--- src/rtl/qed_pkg.sv ---
// Shared constants, decode helpers and remap function for the SQED instruction duplicator.
// Everything here is pure and synthesizable; the top and the FIFO import it.
package qed_pkg;

    localparam logic [6:0] OPC_OP     = 7'b0110011;
    localparam logic [6:0] OPC_OP_IMM = 7'b0010011;
    localparam logic [6:0] OPC_LOAD   = 7'b0000011;
    localparam logic [6:0] OPC_STORE  = 7'b0100011;

    localparam logic [31:0] QED_NOP = 32'h0000_0013;

    localparam int REG_W   = 5;
    localparam int RD_LSB  = 7;
    localparam int RS1_LSB = 15;
    localparam int RS2_LSB = 20;

    // Bit 4 of a register field selects the upper register half.
    localparam int HALF_BIT = REG_W - 1;

    typedef enum logic [1:0] {
        FMT_NONE,
        FMT_R,
        FMT_I,
        FMT_S
    } qed_fmt_e;

    typedef enum logic [1:0] {
        ACT_HOLD,
        ACT_PUSH,
        ACT_POP,
        ACT_BUBBLE
    } qed_act_e;

    function automatic qed_fmt_e qed_fmt(input logic [31:0] instr);
        qed_fmt_e fmt;
        case (instr[6:0])
            OPC_OP:               fmt = FMT_R;
            OPC_OP_IMM, OPC_LOAD: fmt = FMT_I;
            OPC_STORE:            fmt = FMT_S;
            default:              fmt = FMT_NONE;
        endcase
        return fmt;
    endfunction

    function automatic logic qed_uses_rd(input qed_fmt_e fmt);
        return (fmt == FMT_R) || (fmt == FMT_I);
    endfunction

    function automatic logic qed_uses_rs1(input qed_fmt_e fmt);
        return fmt != FMT_NONE;
    endfunction

    function automatic logic qed_uses_rs2(input qed_fmt_e fmt);
        return (fmt == FMT_R) || (fmt == FMT_S);
    endfunction

    function automatic logic qed_is_legal_orig(input logic [31:0] instr);
        qed_fmt_e fmt;
        logic     legal;
        fmt   = qed_fmt(instr);
        legal = qed_uses_rs1(fmt);
        if (qed_uses_rd(fmt) && instr[RD_LSB + HALF_BIT]) begin
            legal = 1'b0;
        end
        if (qed_uses_rs1(fmt) && instr[RS1_LSB + HALF_BIT]) begin
            legal = 1'b0;
        end
        if (qed_uses_rs2(fmt) && instr[RS2_LSB + HALF_BIT]) begin
            legal = 1'b0;
        end
        return legal;
    endfunction

    // x0 must stay x0, so only nonzero used fields move to the upper half.
    function automatic logic [31:0] qed_remap(input logic [31:0] instr);
        qed_fmt_e    fmt;
        logic [31:0] res;
        fmt = qed_fmt(instr);
        res = instr;
        if (qed_uses_rd(fmt) && (instr[RD_LSB +: REG_W] != '0)) begin
            res[RD_LSB + HALF_BIT] = 1'b1;
        end
        if (qed_uses_rs1(fmt) && (instr[RS1_LSB +: REG_W] != '0)) begin
            res[RS1_LSB + HALF_BIT] = 1'b1;
        end
        if (qed_uses_rs2(fmt) && (instr[RS2_LSB +: REG_W] != '0)) begin
            res[RS2_LSB + HALF_BIT] = 1'b1;
        end
        return res;
    endfunction

endpackage

--- src/rtl/qed_fifo.sv ---
// Synchronous FIFO holding recorded originals; head is read combinationally from storage.
// Pointers and occupancy reset asynchronously, storage contents are left unreset.
module qed_fifo #(
    parameter int DEPTH = 16,
    parameter int WIDTH = 32
) (
    input  logic             clk,
    input  logic             reset,
    input  logic             push,
    input  logic [WIDTH-1:0] push_data,
    input  logic             pop,
    output logic [WIDTH-1:0] head_data,
    output logic             full,
    output logic             empty
);

    localparam int PTR_W = $clog2(DEPTH);
    localparam logic [PTR_W-1:0] PTR_ONE  = PTR_W'(1);
    localparam logic [PTR_W:0]   CNT_ONE  = (PTR_W + 1)'(1);
    localparam logic [PTR_W:0]   CNT_FULL = (PTR_W + 1)'(DEPTH);

    logic [WIDTH-1:0] mem_q [DEPTH];
    logic [PTR_W-1:0] wr_ptr_q, wr_ptr_d;
    logic [PTR_W-1:0] rd_ptr_q, rd_ptr_d;
    logic [PTR_W:0]   count_q,  count_d;
    logic             do_push;
    logic             do_pop;

    assign full      = (count_q == CNT_FULL);
    assign empty     = (count_q == '0);
    assign do_push   = push && !full;
    assign do_pop    = pop && !empty;
    assign head_data = mem_q[rd_ptr_q];

    always_comb begin
        wr_ptr_d = wr_ptr_q;
        rd_ptr_d = rd_ptr_q;
        count_d  = count_q;
        if (do_push) begin
            wr_ptr_d = wr_ptr_q + PTR_ONE;
        end
        if (do_pop) begin
            rd_ptr_d = rd_ptr_q + PTR_ONE;
        end
        case ({do_push, do_pop})
            2'b10:   count_d = count_q + CNT_ONE;
            2'b01:   count_d = count_q - CNT_ONE;
            default: count_d = count_q;
        endcase
    end

    always_ff @(posedge clk or posedge reset) begin
        if (reset) begin
            wr_ptr_q <= '0;
            rd_ptr_q <= '0;
            count_q  <= '0;
        end else begin
            wr_ptr_q <= wr_ptr_d;
            rd_ptr_q <= rd_ptr_d;
            count_q  <= count_d;
        end
    end

    always_ff @(posedge clk) begin
        if (do_push) begin
            mem_q[wr_ptr_q] <= push_data;
        end
    end

endmodule

--- src/rtl/qed_instr_dup.sv ---
// SQED front-end duplicator: records legal originals and replays them with registers
// remapped into the upper half, driving the IF/ID instruction/valid pair.
module qed_instr_dup
    import qed_pkg::*;
#(
    parameter int DEPTH = 16,
    parameter int CNT_W = 16
) (
    input  logic             clk,
    input  logic             reset,
    input  logic [31:0]      instruction,
    input  logic             qed_exec_dup,
    input  logic             stall,
    output logic [31:0]      qed_ifu_instruction,
    output logic             qed_vld_out,
    output logic [CNT_W-1:0] qed_num_orig,
    output logic [CNT_W-1:0] qed_num_dup,
    output logic             qed_check_ready
);

    localparam logic [CNT_W-1:0] CNT_ONE = CNT_W'(1);

    logic [31:0]      instr_q,    instr_d;
    logic             vld_q,      vld_d;
    logic [CNT_W-1:0] num_orig_q, num_orig_d;
    logic [CNT_W-1:0] num_dup_q,  num_dup_d;

    qed_act_e    act;
    logic        orig_legal;
    logic        fifo_full;
    logic        fifo_empty;
    logic [31:0] fifo_head;

    assign orig_legal = qed_is_legal_orig(instruction);

    qed_fifo #(
        .DEPTH (DEPTH),
        .WIDTH (32)
    ) u_fifo (
        .clk       (clk),
        .reset     (reset),
        .push      (act == ACT_PUSH),
        .push_data (instruction),
        .pop       (act == ACT_POP),
        .head_data (fifo_head),
        .full      (fifo_full),
        .empty     (fifo_empty)
    );

    // Stall dominates; otherwise the mode picks push or pop, falling back to a bubble.
    always_comb begin
        act = ACT_HOLD;
        if (!stall) begin
            if (!qed_exec_dup) begin
                act = (orig_legal && !fifo_full) ? ACT_PUSH : ACT_BUBBLE;
            end else begin
                act = fifo_empty ? ACT_BUBBLE : ACT_POP;
            end
        end
    end

    always_comb begin
        instr_d    = instr_q;
        vld_d      = vld_q;
        num_orig_d = num_orig_q;
        num_dup_d  = num_dup_q;
        case (act)
            ACT_PUSH: begin
                instr_d    = instruction;
                vld_d      = 1'b1;
                num_orig_d = num_orig_q + CNT_ONE;
            end
            ACT_POP: begin
                instr_d   = qed_remap(fifo_head);
                vld_d     = 1'b1;
                num_dup_d = num_dup_q + CNT_ONE;
            end
            ACT_BUBBLE: begin
                instr_d = QED_NOP;
                vld_d   = 1'b0;
            end
            default: begin
                instr_d = instr_q;
                vld_d   = vld_q;
            end
        endcase
    end

    always_ff @(posedge clk or posedge reset) begin
        if (reset) begin
            instr_q    <= QED_NOP;
            vld_q      <= 1'b0;
            num_orig_q <= '0;
            num_dup_q  <= '0;
        end else begin
            instr_q    <= instr_d;
            vld_q      <= vld_d;
            num_orig_q <= num_orig_d;
            num_dup_q  <= num_dup_d;
        end
    end

    assign qed_ifu_instruction = instr_q;
    assign qed_vld_out         = vld_q;
    assign qed_num_orig        = num_orig_q;
    assign qed_num_dup         = num_dup_q;
    assign qed_check_ready     = (num_orig_q == num_dup_q) && (num_orig_q != '0) && fifo_empty;

endmodule

--- config.mk ---
export PLATFORM = sky130hd
export DESIGN_NAME = qed_instr_dup
export DESIGN_NICKNAME = d
export VERILOG_FILES = /design/src/rtl/qed_pkg.sv /design/src/rtl/qed_fifo.sv /design/src/rtl/qed_instr_dup.sv
export SDC_FILE = /design/constraint.sdc
export NUM_CORES = 1
export LEC_CHECK = 0
export CAP_MARGIN = 10
export CORE_ASPECT_RATIO = 1.75
export CORE_MARGIN = 4
export CORE_UTILIZATION = 50
export DETAILED_ROUTE_END_ITERATION = 7
export DONT_BUFFER_PORTS = 1
export GPL_TIMING_DRIVEN = 1
export PLACE_DENSITY = 0.64
export SYNTH_ARGS = -nofsm -noshare
export SYNTH_HDL_FRONTEND = slang
export SYNTH_SLANG_ARGS = --single-unit
--- constraint.sdc ---
create_clock -name clk -period 6.54 [get_ports clk]
set_input_delay 0.327 -clock clk [delete_from_list [all_inputs] [get_ports clk]]
set_output_delay 0.327 -clock clk [all_outputs]
set_load 0.02 [all_outputs]
---- Word level (Yosys, flattened, before mapping) ----
Memory sizes are Yosys's and may differ from the RTL's.
Cells that the tools add are included.
storage, ports and cells
  memories ................................ 1
  output and inout port bits .............. 66
  bits in registers ....................... 78
  input port bits ......................... 36
  bits in writable memories ............... 512
cells by class
  $add $sub $neg .......................... 6
  equal/unequal tests ..................... 21
  muxes and demuxes ....................... 18
  reductions and logical operators ........ 30
memories
  memory        depth  bits a word  rd ports  clocked after memory_dff  write ports  RTL line        RTL
  u_fifo.mem_q  16     32           1         0                         1            qed_fifo.sv:22  logic [WIDTH-1:0] mem_q [DEPTH];
operator list
  operator                 number
  $pmux W32 S3             1
  $add A16 B1 Y16 const B  2
  $eq A7 B6 Y1 const B     4
  $eq A16 B16 Y1           1
  $reduce_bool A16 Y1      1
  $reduce_bool A5 Y1       3
  $eq A2 B2 Y1 const B     7
  $eq A7 B2 Y1 const B     2
  $eq A7 B5 Y1 const B     2
  $pmux W2 S3              2
  $logic_and A1 B1 Y1      11
  $pmux W5 S2              1
  $mux W1                  9
  $add A4 B1 Y4 const B    2
  $eq A2 B1 Y1 const B     4
  $mux W2                  4
  $reduce_bool A2 Y1       4
  $reduce_or A2 Y1         3
  $add A5 B1 Y5 const B    1
  $eq A5 B5 Y1 const B     1
  $logic_not A5 Y1         1
  $sub A5 B1 Y5 const B    1
  $logic_or A1 B1 Y1       4
  $reduce_bool A3 Y1       1
  other kinds (2)          3

---- Logic depth before layout (Yosys ltp) ----
  depth after elaboration ................. 20
  depth in mapped cells ................... 17

---- By module ----
A second synthesis with hierarchy kept.
second synthesis, totals
  cell total of the unflattened synthesis .. 1341
  area, all modules ....................... 23710.2 sq um
by module, submodules not included
  module         times used  sequential area each (sq um)  cells each  area an instance (sq um)
  qed_fifo       1           15700.1                       1013        20422.1
  qed_instr_dup  1           1630.3                        328         3288.2

---- Worst setup path after synthesis ----
No wires, ideal clock.
  path type ............................... input-to-reg
  start ................................... in instruction[3]
  end ..................................... mem u_fifo.mem_q[1][0] (enable)
  setup time .............................. 0.502 ns
  stages .................................. 10
  data required time ...................... 6.038 ns
  path slack .............................. 0.712 ns
  arrival time ............................ 5.326 ns
  cells stage by stage .................... nor4b_1 > nand3_1 > ha_1 > a2111o_1 > a21oi_1 > and4_1 > buf_2 > inv_2 > buf_6 > nor4_1
between the ends
  word-level cells in the longest chain between the ends .. 17
ends and longest elaborated chain
  what                                                 RTL line                      RTL
  from (decl)                                          qed_instr_dup.sv:11           input logic [31:0] instruction,
  $eq A7 B5 Y1 / $eq A7 B2 Y1 (equally long branches)  qed_pkg.sv:36                 case (instr[6:0])
  $reduce_or A2 Y1                                     qed_pkg.sv:36
  $pmux W2 S3 (*)                                      qed_pkg.sv:36
  $eq A2 B1 Y1 / $eq A2 B2 Y1 (equally long branches)  qed_pkg.sv:46, qed_pkg.sv:54
  $logic_or A1 B1 Y1                                   qed_pkg.sv:46                 return (fmt == FMT_R) || (fmt == FMT_I);
  $logic_and A1 B1 Y1                                  qed_pkg.sv:62                 if (qed_uses_rd(fmt) && instr[RD_LSB + HALF_BIT]) begin
  $mux W1                                              qed_pkg.sv:62
  $mux W1                                              qed_pkg.sv:65                 if (qed_uses_rs1(fmt) && instr[RS1_LSB + HALF_BIT]) begin
  $mux W1 (*)                                          qed_pkg.sv:68                 if (qed_uses_rs2(fmt) && instr[RS2_LSB + HALF_BIT]) begin
  $logic_and A1 B1 Y1 (*)                              qed_instr_dup.sv:55           act = (orig_legal && !fifo_full) ? ACT_PUSH : ACT_BUBBLE;
  $mux W2 (*)                                          qed_instr_dup.sv:55
  $mux W2 (*)                                          qed_instr_dup.sv:54           if (!qed_exec_dup) begin
  $mux W2 (*)                                          qed_instr_dup.sv:53           if (!stall) begin
  $eq A2 B1 Y1 (*)                                     qed_instr_dup.sv:42           .push (act == ACT_PUSH),
  $logic_and A1 B1 Y1 (*)                              qed_fifo.sv:31                assign do_push = push && !full;
  $mux W1 (*)                                          qed_fifo.sv:65                if (do_push) begin
  $mux W1 (implied by the code) (*)                    qed_fifo.sv:66                mem_q[wr_ptr_q] <= push_data;
  to (decl)                                            qed_fifo.sv:22
Every way passes the cells marked *; elsewhere a longest branch is shown, timed or not.

---- Final worst setup path ----
  start ................................... in instruction[3]
  end ..................................... reg u_fifo.count_q[4]
between the ends
  word-level cells in the longest chain between the ends .. 17
ends and longest elaborated chain
  what                                                      RTL line                                  RTL
  $eq A7 B5 Y1 / $eq A7 B2 Y1 (equally long branches)       qed_pkg.sv:36
  $reduce_or A2 Y1                                          qed_pkg.sv:36
  $pmux W2 S3 (*)                                           qed_pkg.sv:36
  $eq A2 B1 Y1 / $eq A2 B2 Y1 (equally long branches)       qed_pkg.sv:46, qed_pkg.sv:54
  $logic_or A1 B1 Y1                                        qed_pkg.sv:46
  $logic_and A1 B1 Y1                                       qed_pkg.sv:62
  $mux W1                                                   qed_pkg.sv:62
  $mux W1                                                   qed_pkg.sv:65
  $mux W1 (*)                                               qed_pkg.sv:68
  $logic_and A1 B1 Y1 (*)                                   qed_instr_dup.sv:55
  $mux W2 (*)                                               qed_instr_dup.sv:55
  $mux W2 (*)                                               qed_instr_dup.sv:54
  $mux W2 (*)                                               qed_instr_dup.sv:53
  $eq A2 B2 Y1 / $eq A2 B1 Y1 (equally long branches)       qed_instr_dup.sv:44, qed_instr_dup.sv:42
  $logic_and A1 B1 Y1, on equally long branches             qed_fifo.sv:32, qed_fifo.sv:31
  $eq A2 B1 Y1 / $eq A2 B2 Y1 (equally long branches)       qed_fifo.sv:45                            case ({do_push, do_pop})
  $pmux W5 S2 / $reduce_bool A2 Y1 (equally long branches)  -
  to (signal assigned)                                      qed_fifo.sv:60                            count_q <= count_d;
  to (decl)                                                 qed_fifo.sv:25                            logic [PTR_W:0] count_q, count_d;
Marked as above.
A chain may end at the register's enable or synchronous reset.

==> impl_metrics.tcl <==
set metrics [dict create \
    status "complete, no violations" \
    detail-route-antenna-nets 0 \
    antenna_found_initial 5 \
    timing.final.ws_setup_ns 2.098 \
    synth_ff_type "edfxtp_1" \
    internal-power_mw 7.169 \
    setup_tns_ns 0 \
    gp_congestion 0.7523 \
    period_share 0.6792 \
    core_area_mm2 0.04606 \
    synthesis.area_mm2 0.02332 \
    clock-sinks 590 \
    grt_max_degree 67 \
    synth-seq-cells 590 \
    cts_tree "built" \
    drt_first_pass_iters 5 \
    p_clk_frac 0.306 \
    crit_top_cell "ha_1" \
    end_kind "flop" \
    clock_path_buffers 3 \
    synthesis.nets 1207 \
    grt_use_met2 0.3834 \
    fin_crit_ns 4.442 \
    crit_slowest_cell "nor4b_1" \
    async_flop_share 0.1322 \
    synth_cell_types 52 \
    relSlewSlack 0.2711 \
    gr-max-usage-layer "met2" \
    vias 11360 \
    skew_ns 0.02024 \
    min_path_type "input port to flop" \
    die_area_mm2 0.05029 \
    via_per_inst 6.195 \
    drv_cap 0 \
    rsz0062_at_grt "no" \
    max_freq_ghz 0.2251 \
    yosysSeqAreaShare 0.7432 \
    use_met1 0.2672 \
    drc 0 \
    r2r_slack_ns 2.33 \
    pwr-share-seq 0.468 \
    switching_share 0.2874 \
    synth.avg_cell_area_um2 20.16 \
    fin_nets 1255 \
    synth_edf_count 512 \
    yosys_warnings 0 \
    root_buffer "clkbuf_16" \
    pre_cts_slack_ns 1.530 \
    post-cts-setup-buffers 0 \
    wire_per_inst_um 29.15 \
    grt_pass1_vias 11980 \
    cp.arrival_ns 4.94 \
    initial_core_util 0.5062 \
    rows 104 \
    worstMarginPinSlew_ns 1.083 \
    p_leak_nw 8.593 \
    final_util 0.5669 \
    drt_iter0_drc 1105 \
    io_pins 102 \
    routed_wl_um 53440 \
    crit_fanout 17 \
    use_met3 0.03844 \
    path_class "input port to flop" \
    p_per_area_mw_per_mm2 385.2 \
    grt_remaining_overflow 0 \
    grt_use_total 0.2156 \
    io_buffers 0 \
    drive_gt1_frac 0.2311 \
    post-dp-hpwl_um 30930 \
    r2r_cells 12 \
    syn_to_final_growth_pct 11.99 \
    critPathMaxStageDelay_ns 0.67 \
    die_height_um 293.7 \
    postSynthCellCount 1157 \
    clock_latency_ns 0.58 \
    vdd_drop_max_mv 0.2323 \
    critPathRequiredTime_ns 7.03 \
    cts_inserted_buffers 49 \
    grt_pass1_wl_um 79450 \
    finalHoldViolations 0 \
    start_kind "input port" \
    finalMaxSlewViolations 0 \
    whs_path_depth 2 \
    setup_viol 0 \
    p_comb_frac 0.226 \
    clk_pin_slew_worst_paths_ns 0.07 \
    crit_chain "nor4b_1, nand3_1, ha_1, a2111o_1, a21oi_1, and4_1, inv_2, ha_1, xor2_1, ha_1, o21a_1, o221a_2, or3_1, a21oi_1, xnor2_1" \
    fillers 3435 \
    power.switching_mw 2.891 \
    htree_num_levels 2 \
    dieWidth_um 171.3 \
]
[synth_stat cells, types with 17 or more instances]
| cell type | instances | area [um^2] |
|---|---|---|
| nand2_1 | 58 | 217.7 |
| xor2_1 | 29 | 254.0 |
| o21ai_0 | 34 | 170.2 |
| clkbuf_1 | 29 | 108.9 |
| xnor2_1 | 29 | 254.0 |
| mux4_2 | 148 | 3333 |
| nand4_1 | 17 | 106.4 |
| a22oi_1 | 52 | 390.4 |
| inv_1 | 20 | 75.07 |
| dfrtp_1 | 75 | 1877 |
| edfxtp_1 | 512 | 15370 |
[final timing paths]
kind | start | end
worst max-delay path | instruction[3] | u_fifo.count_q[4]$_DFFE_PP0P_
worst min-delay path | instruction[21] | qed_ifu_instruction[21]$_DFFE_PP0P_
worst max register to register | u_fifo.count_q[1]$_DFFE_PP0P_ | u_fifo.count_q[4]$_DFFE_PP0P_
worst min register to register | qed_ifu_instruction[4]$_DFFE_PP1P_ | qed_ifu_instruction[4]$_DFFE_PP1P_
max in group asynchronous | reset | u_fifo.rd_ptr_q[1]$_DFFE_PP0P_
min in group asynchronous | reset | qed_num_dup[0]$_DFFE_PP0P_
[final cells by class]
class | count | area [um^2] | area share
Tap cell | 583 | 729.5 | 0.02793
Antenna cell | 4 | 10.01 | 0.0003833
Inverter | 21 | 81.33 | 0.003114
Timing Repair Buffer | 59 | 573.1 | 0.02194
Multi-Input combinational cell | 484 | 5663 | 0.2168
Clock inverter | 16 | 241.5 | 0.009247
Clock buffer | 76 | 1478 | 0.05658
Sequential cell | 590 | 17340 | 0.6640
[repair_timing]
action                                 4_1_cts  5_1_grt
hold buffers                                35        0
gates resized for setup                      0        0
endpoints found under the hold margin      575        0
[state kept, by name, summed over array words and instances (netlist names)]
name,flops
qed_ifu_instruction,32
u_fifo.rd_ptr_q,4
u_fifo.count_q,5
qed_vld_out,1
qed_num_orig,16
u_fifo.mem_q,512
u_fifo.wr_ptr_q,4
qed_num_dup,16
[placed cells by master, fill, tap and decap left out, types with 4 or more instances in the layout]
master	n
edfxtp_1	512
mux4_2	148
dfrtp_1	72
nand2_1	58
a22oi_1	52
clkbuf_16	49
o21ai_0	34
dlygate4sd3_1	34
xnor2_1	29
xor2_1	29
buf_4	22
inv_1	19
nand4_1	17
clkbuf_8	15
ha_1	14
clkbuf_1	12
nor4_1	11
nor2_1	10
nand3_1	9
and2_2	8
nor3_1	7
bufinv_16	5
diode_2	4
and3_1	4
nor3b_1	4
o22ai_1	4
nor2_4	4
nor4_2	4
[layer usage]
metal / vias to the layer above / part of all wire / routed length (um)
met5: - / 0.00051 / 27
met1: 6065 / 0.37 / 19630
li1: 4832 / - / -
met4: 4 / 0.030 / 1618
met3: 91 / 0.058 / 3096
met2: 364 / 0.54 / 29070
[critical path: cells and delay by family]
kind,cells,cell delay (ns)
xor gates and xnor gates,2,0.31
adders and majority gates,3,0.94
and+or+nand+nor,4,1.79
buffers and inverters,1,0.31
AOI/OAI and AO/OA,5,1.24
[cells by family (layout without fill, tap and decap cells)]
group | count (synthesis) | after routing | synth area share
DFF | 590 | 590 | 0.7432
AOI/OAI and AO/OA | 109 | 109 | 0.03214
muxes | 151 | 151 | 0.1444
xor gates and xnor gates | 58 | 58 | 0.02178
buffers and inverters | 83 | 172 | 0.01749
and+or+nand+nor | 152 | 152 | 0.03353
other | 0 | 4 | 0
adders and majority gates | 14 | 14 | 0.007512
[power groups by stage]
stage               registers, mW  clock network (mW)  logic, mW
floorplan                    4.55                   0       1.86
global placement             4.80                   0       2.22
detailed placement           4.81                   0       2.23
CTS                          4.72                3.14       2.31
global route                 4.75                3.30       2.43
finish                       4.71                3.08       2.27
[stage by stage]
stage / hold WS, ns / instance area [um^2] / instances / total power [mW]
2_1_floorplan: 0.4259 / 23320 / 1157 / 6.412
4_1_cts: 0.0008161 / 26110 / 1829 / 10.18
3_5_place_dp: 0.2382 / 24020 / 1702 / 7.038
3_3_place_gp: 0.2360 / 24020 / 1702 / 7.029
6_report: 0.01618 / 26120 / 1833 / 10.06
5_1_grt: 0.01976 / 26120 / 1833 / 10.48
Note: power is estimated with default switching activity, not from simulation.
